===== src/rtl/ssd_scan_driver.sv =====
// Multiplexed seven-segment driver: serial double-dabble BCD plus anode scan.
// Define SSD_LZB_EN to blank most-significant zero digits.
module ssd_scan_driver #(
  parameter int DIGITS   = 2,
  parameter int BIN_W    = 7,
  parameter int SCAN_DIV = 50000
) (
  input  logic              clk,
  input  logic              rst,
  input  logic              en,
  input  logic              load,
  input  logic [BIN_W-1:0]  value,
  output logic              busy,
  output logic [6:0]        SSD,
  output logic [DIGITS-1:0] AN
);

  localparam int BCD_W = 4*DIGITS + 4;
  localparam int CNT_W = $clog2(BIN_W + 1);
  localparam int DIV_W = $clog2(SCAN_DIV);

  typedef enum logic [1:0] {IDLE, CONV, COMMIT} state_t;

  state_t              state, state_nx;
  logic [BIN_W-1:0]    bin;
  logic [BCD_W-1:0]    bcd, bcd_adj;
  logic [CNT_W-1:0]    cnt;
  logic                carry;
  logic [4*DIGITS-1:0] disp;
  logic                disp_ovf;
  logic [DIV_W-1:0]    div;
  logic [1:0]          idx;
  logic [3:0]          cur_nib;
  logic                cur_blank;

  function automatic logic [6:0] seg_code(input logic [3:0] n);
    case (n)
      4'd0:    seg_code = 7'b1000000;
      4'd1:    seg_code = 7'b1111001;
      4'd2:    seg_code = 7'b0100100;
      4'd3:    seg_code = 7'b0110000;
      4'd4:    seg_code = 7'b0011001;
      4'd5:    seg_code = 7'b0010010;
      4'd6:    seg_code = 7'b0000010;
      4'd7:    seg_code = 7'b1111000;
      4'd8:    seg_code = 7'b0000000;
      4'd9:    seg_code = 7'b0010000;
      default: seg_code = 7'b1111111;
    endcase
  endfunction

  assign busy = (state != IDLE);

  always_ff @(posedge clk) begin
    if (rst) state <= IDLE;
    else     state <= state_nx;
  end

  always_comb begin
    state_nx = state;
    case (state)
      IDLE:    if (load) state_nx = CONV;
      CONV:    if (cnt == CNT_W'(1)) state_nx = COMMIT;
      COMMIT:  state_nx = IDLE;
      default: state_nx = IDLE;
    endcase
  end

  always_comb begin
    bcd_adj = bcd;
    for (int i = 0; i < DIGITS + 1; i++) begin
      if (bcd[4*i +: 4] >= 4'd5)
        bcd_adj[4*i +: 4] = bcd[4*i +: 4] + 4'd3;
    end
  end

  // carry catches digits shifted out of the top nibble
  always_ff @(posedge clk) begin
    if (rst) begin
      bin      <= '0;
      bcd      <= '0;
      cnt      <= '0;
      carry    <= 1'b0;
      disp     <= '0;
      disp_ovf <= 1'b0;
    end else begin
      case (state)
        IDLE: begin
          if (load) begin
            bin   <= value;
            bcd   <= '0;
            cnt   <= CNT_W'(BIN_W);
            carry <= 1'b0;
          end
        end
        CONV: begin
          {bcd, bin} <= {bcd_adj[BCD_W-2:0], bin, 1'b0};
          carry      <= carry | bcd_adj[BCD_W-1];
          cnt        <= cnt - CNT_W'(1);
        end
        COMMIT: begin
          disp     <= bcd[4*DIGITS-1:0];
          disp_ovf <= carry | (bcd[BCD_W-1 -: 4] != 4'd0);
        end
        default: ;
      endcase
    end
  end

  always_ff @(posedge clk) begin
    if (rst) begin
      div <= '0;
      idx <= '0;
    end else if (div == DIV_W'(SCAN_DIV - 1)) begin
      div <= '0;
      idx <= (idx == 2'(DIGITS - 1)) ? 2'd0 : idx + 2'd1;
    end else begin
      div <= div + DIV_W'(1);
    end
  end

  always_comb begin
    cur_nib = '0;
    for (int i = 0; i < DIGITS; i++) begin
      if (idx == 2'(i)) cur_nib = disp[4*i +: 4];
    end
  end

`ifdef SSD_LZB_EN
  logic [DIGITS-1:0] blank_mask;
  logic              lead;

  always_comb begin
    lead       = 1'b1;
    blank_mask = '0;
    for (int i = DIGITS - 1; i >= 1; i--) begin
      lead          = lead & (disp[4*i +: 4] == 4'd0);
      blank_mask[i] = lead;
    end
    cur_blank = 1'b0;
    for (int i = 0; i < DIGITS; i++) begin
      if (idx == 2'(i)) cur_blank = blank_mask[i];
    end
  end
`else
  assign cur_blank = 1'b0;
`endif

  always_ff @(posedge clk) begin
    if (rst || !en) begin
      SSD <= 7'b1111111;
      AN  <= '1;
    end else begin
      AN <= ~(DIGITS'(1) << idx);
      if (disp_ovf)       SSD <= 7'b0111111;
      else if (cur_blank) SSD <= 7'b1111111;
      else                SSD <= seg_code(cur_nib);
    end
  end

endmodule


===== config.mk =====
export PLATFORM = sky130hd
export DESIGN_NAME = ssd_scan_driver
export DESIGN_NICKNAME = d
export VERILOG_FILES = /design/src/rtl/ssd_scan_driver.sv
export SDC_FILE = /design/constraint.sdc
export NUM_CORES = 1
export LEC_CHECK = 0
export CORE_UTILIZATION = 40
export DETAILED_ROUTE_END_ITERATION = 7
export PLACE_DENSITY = 0.56
export SYNTH_ARGS = -nofsm -noshare
export SYNTH_HDL_FRONTEND = slang
export SYNTH_SLANG_ARGS = --single-unit

===== constraint.sdc =====
create_clock -name clk -period 2.2 [get_ports clk]
set_input_delay 0.22 -clock clk [delete_from_list [all_inputs] [get_ports clk]]
set_output_delay 0.22 -clock clk [all_outputs]
set_load 0.03 [all_outputs]

# After elaboration in Yosys (flattened, before gate mapping)

Memories as Yosys holds them, arrays and structs flattened.
Index checks and enable logic that the tools add are counted.
W data, S select, Z words.

ROM bits: 112
Input bits: 11
Memories kept: 1
Word-level logic and storage cells: 62
Output and inout bits: 10
Register bits after elaboration: 61

Memories:

| name             | words | width | rd ports | clocked after memory_dff | write ports | line | source |
|---|---|---|---|---|---|---|---|
| (name not given) | 16    | 7     | 1        | 0                        | 0           | 37   | `case (n)` |

Magnitude comparators: 3
Reduce and logical (&&, ||, !) cells: 11
Eq/ne operators: 7
Bitwise operators: 3
Shifts and indexed selects: 1
Muxes and demuxes: 18
Add/sub/neg operators: 6

Operator list:

| kind                    | number |
|---|---|
| $pmux W12 S2            | 1 |
| $mux W4                 | 5 |
| $add A16 B1 Y16 const B | 1 |
| $eq A16 B16 Y1 const B  | 1 |
| $mux W7                 | 2 |
| $pmux W7 S2             | 1 |
| $add A4 B2 Y4 const B   | 3 |
| $ge A4 B3 Y1 const B    | 3 |
| $mux W12                | 1 |
| $mux W2                 | 3 |
| $pmux W3 S2             | 1 |
| $eq A2 B1 Y1 const B    | 2 |
| $logic_not A2 Y1        | 2 |
| $ne A2 B2 Y1 const B    | 2 |
| $pmux W2 S2             | 1 |
| $reduce_and A2 Y1       | 2 |
| $reduce_bool A2 Y1      | 2 |
| $reduce_bool A4 Y1      | 1 |
| $reduce_or A2 Y1        | 2 |
| $eq A3 B1 Y1 const B    | 1 |
| $mux W3                 | 1 |
| $sub A3 B1 Y3 const B   | 1 |
| $add A2 B1 Y2 const B   | 1 |
| $eq A2 B2 Y1 const B    | 1 |
| 7 further kinds         | 8 |

# Longest topological paths before layout

An unclocked memory read counts as a cell.

Depth after elaboration: 5
Gate-level depth with buffers: 6
Gate-level depth less buffers: 6

# Worst setup path after synthesis

Ideal clock, no wire load.

Kind: flip-flop to flip-flop
Start point: register div[0]
End point: register div[10]
Data required time: 2.085 ns
Setup slack: 0.793 ns
Setup time: 0.115 ns
Stages on the path, launching flop included: 7
Arrival time: 1.292 ns
Clock period less this slack: 1.407 ns
Buffers on the path: 1
Path through: dfxtp_1 ha_1 and3_1 nand4_1 nand2b_1 buf_6 nor2_1

Longest elaborated chain between the ends: 2
Elaborated cells between the ends (all ways): 3
Classes of those cells: add/sub (1); eq/ne (1); reduce/logical (1)

RTL lines:

| what                                                                    | line | source |
|---|---|---|
| from (decl)                                                             | 31   | `logic [DIV_W-1:0] div;` |
| from (signal assigned)                                                  | 118  | `div <= div + DIV_W'(1);` |
| parallel branches: the longest is 2 deep, another holds $add A16 B1 Y16 | --   |  |

Several ways; the timed one is not identified.
A chain may end at the register's enable or synchronous reset.

# Final worst setup path

Start point: register state[0]
End point: output busy

Longest elaborated chain between the ends: 1

RTL lines:

| what                   | line | source |
|---|---|---|
| from (decl)            | 24   | `state_t state, state_nx;` |
| from (signal assigned) | 56   | `else state <= state_nx;` |
| $reduce_bool A2 Y1     | 52   | `assign busy = (state != IDLE);` |
| to (decl)              | 13   | `output logic busy,` |

No other way between the ends.

==> results.yml <==
clocking:
  clockBufferDepth: 2
  cts_hold_buf: 0
  cts_buffers: 9
  cts_root_buf: "clkbuf_8"
  clock_sinks: 61
  postCtsSetupBuffers: 0
  clk_latency_ns: 0.33
  cts_tree: "yes"
  htreeDepth: 3
  cts.clk_slew.worst_paths_ns: 0.07
  cts_resized: 0
logic_synthesis:
  syn_area_per_cell_sq_um: 8.595
  synthFlopType: "dfxtp_1"
  synthCells: 337
  ys_types: 50
  synthesis.nets: 358
  async_flop_share_pct: 0
  synth-edff-count: 0
  synth_area_sq_um: 2897
  synth_warnings: 0
  synth_seq_cells: 61
  synth-seq-area-share_pct: 42.16
cells_and_area:
  antenna_cells: 0
  mostFrequentLayoutCells: "dfxtp_1 (61), nor2_1 (51), a21oi_1 (33), nand2_1 (24), clkdlybuf4s50_1 (20)"
  ff_latch_area_sq_um: 1221
  area_growth_pct: 15.85
  n_fill_cell: 697
  nets: 379
  multi_input_area_sq_um: 1539
  drive_gt1_share_pct: 8.540
  layout_commonest_cell: "dfxtp_1"
timing:
  fmax_ghz: 0.5556
  hold_viol_final: 0
  tightest_slew_ns: 0.6137
  final.min_clock_period_ns: 1.800
  slew_viol_final: 0
  fin_ws_ns: 0.4003
  setup-tns-final_ns: 0
  period_share_pct: 81.81
  hold-worst-slack_ns: 0.4485
  relSlewSlack_pct: 59.00
  skew_ns: 0.006417
  finalSetupViolCount: 0
  grt_setup_unrepaired: "false"
global_route:
  grt_pass1_wl_microns: 10250
  met2_usage_pct: 27.63
  met3_usage_pct: 4.834
  antenna_found_initial: 0
  use_met1_pct: 22.53
  grt_max_degree: 26
  grt_pass1_vias: 2215
  grt_most_used_layer: "met2"
  grt_overflow_total: 0
  grt.total_usage_pct: 17.24
routing:
  vias: 2304
  drt_wl_total_microns: 5866
  drc: 0
  post_drt_wl_per_cell_microns: 12.78
  vias_per_cell: 5.020
  first_pass_iters: 4
  drt.antenna.violating_nets: 0
  drtIter0Drc: 134
worst_setup_path:
  cpMaxStageDelayCell: "clkdlybuf4s50_1"
  crit_path_end_kind: "output port"
  setup.worst_path.class: "flip-flop to output port"
  crit_family: "buffers and inverters"
  path_buf_inv: 2
  arrival_ns: 1.58
  path_cells: "nor2_1 > inv_1 > clkdlybuf4s50_1"
  required_ns: 1.98
  slowest_delay_ns: 0.66
  critPathMaxFanout: 6
  worstSetupStartpointType: "flip-flop"
floorplan:
  die_h_microns: 87.10
  io_pins: 21
  fp.dieW_microns: 87.10
  core-area_sq_um: 6907
  rows: 30
  initial_core_util_pct: 41.94
  die_area_sq_um: 7586
placed_design:
  routabilityCongestion: 0.7726
  port_buffers: 20
  dp_slack_ns: 0.4217
  dpl.hpwl_microns: 3942
power:
  vdd_drop_max_mv: 0.3553
  leakagePower_nw: 1.207
  power.density_nw_per_um2: 670.6
run:
  cap_violations: 0
worst_hold_path:
  hp-class: "flip-flop to flip-flop"
outcome:
  status: "completed"
[cell families (layout without fill, tap and decap cells)]
family / count (synthesis) / after routing / share of synthesized area [%]
xor+xnor: 22 / 22 / 6.652
buf+inv: 31 / 57 / 4.708
simple gates: 138 / 138 / 24.10
flops: 61 / 61 / 42.16
fa+ha+maj: 10 / 10 / 4.320
compound gates: 67 / 67 / 14.73
mux: 8 / 8 / 3.326
[final timing paths]
kind                    startpoint           endpoint  slack (ns)  cells after the start
max          state[0]$_SDFFE_PP0P_               busy        0.40                      3
min              div[0]$_SDFF_PP0_  div[0]$_SDFF_PP0_        0.45                      1
max reg2reg    idx[0]$_SDFFE_PP0N_  SSD[6]$_SDFF_PP1_        0.44                      4
min reg2reg      div[0]$_SDFF_PP0_  div[0]$_SDFF_PP0_        0.45                      1
[cells in the mapped netlist, types with 4 or more instances]
master | count | share of area [%]
dfxtp_1 | 61 | 42
nor2_1 | 51 | 6.6
a21oi_1 | 33 | 5.7
nand2_1 | 24 | 3.1
xnor2_1 | 17 | 5.1
inv_1 | 16 | 2.1
nor3_1 | 12 | 2.1
ha_1 | 10 | 4.3
o21ai_0 | 10 | 1.7
clkbuf_1 | 9 | 1.2
nand3_1 | 8 | 1.4
nand2b_1 | 7 | 1.5
nor2b_1 | 7 | 1.5
a22o_1 | 6 | 1.8
mux2i_1 | 6 | 2.1
or3_1 | 5 | 1.1
xor2_1 | 5 | 1.5
buf_2 | 4 | 0.69
nand4_1 | 4 | 0.86
nor4_1 | 4 | 0.86
[cell type report]
class                   count  share of cell area, %
flip-flops and latches     61                  36.39
repair buffers             25                  7.084
well taps                  96                  3.579
inverters                  16                  1.790
clock inverters             4                 0.6711
multi-input cells         245                  45.86
clock buffers              12                  4.623
[power by group]
part	internal (mW)	switching, mW
clock	0.465	0.422
sequential	1.14	0.0214
combinational	0.0858	0.117
total	1.69	0.560
[routing by layer]
metal | vias to the layer above | part of all wire (%)
met5 | - | 0
met4 | 0 | 0
met3 | 0 | 2.2
met2 | 18 | 46
met1 | 1079 | 52
li1 | 1207 | -
[flip-flops by register name, summed over array words and instances (netlist names)]
register and flops:
AN 2, idx 2, SSD 7, bcd 12, div 16, carry 1, disp 8, cnt 3
bin 7, disp_ovf 1, state 2
[metrics by stage]
step                      cell area [sq um]  utilization [%]  instances  total power [mW]
after floorplan                        2897                -        337             1.318
after global placement                 3178            46.01        443             1.388
after detailed placement               3178            46.01        443             1.390
after CTS                              3356            48.59        459             2.294
after global routing                   3356            48.59        459             2.362
final                                  3356            48.59        459             2.250
[worst reg2reg max path, cell delays in order (launching register included)]
cell     delay [ns]
dfxtp_1        0.64
mux2i_1        0.44
nor2_2         0.14
xnor2_1        0.17
a211o_1        0.26
(Power assumes the default switching activity.)
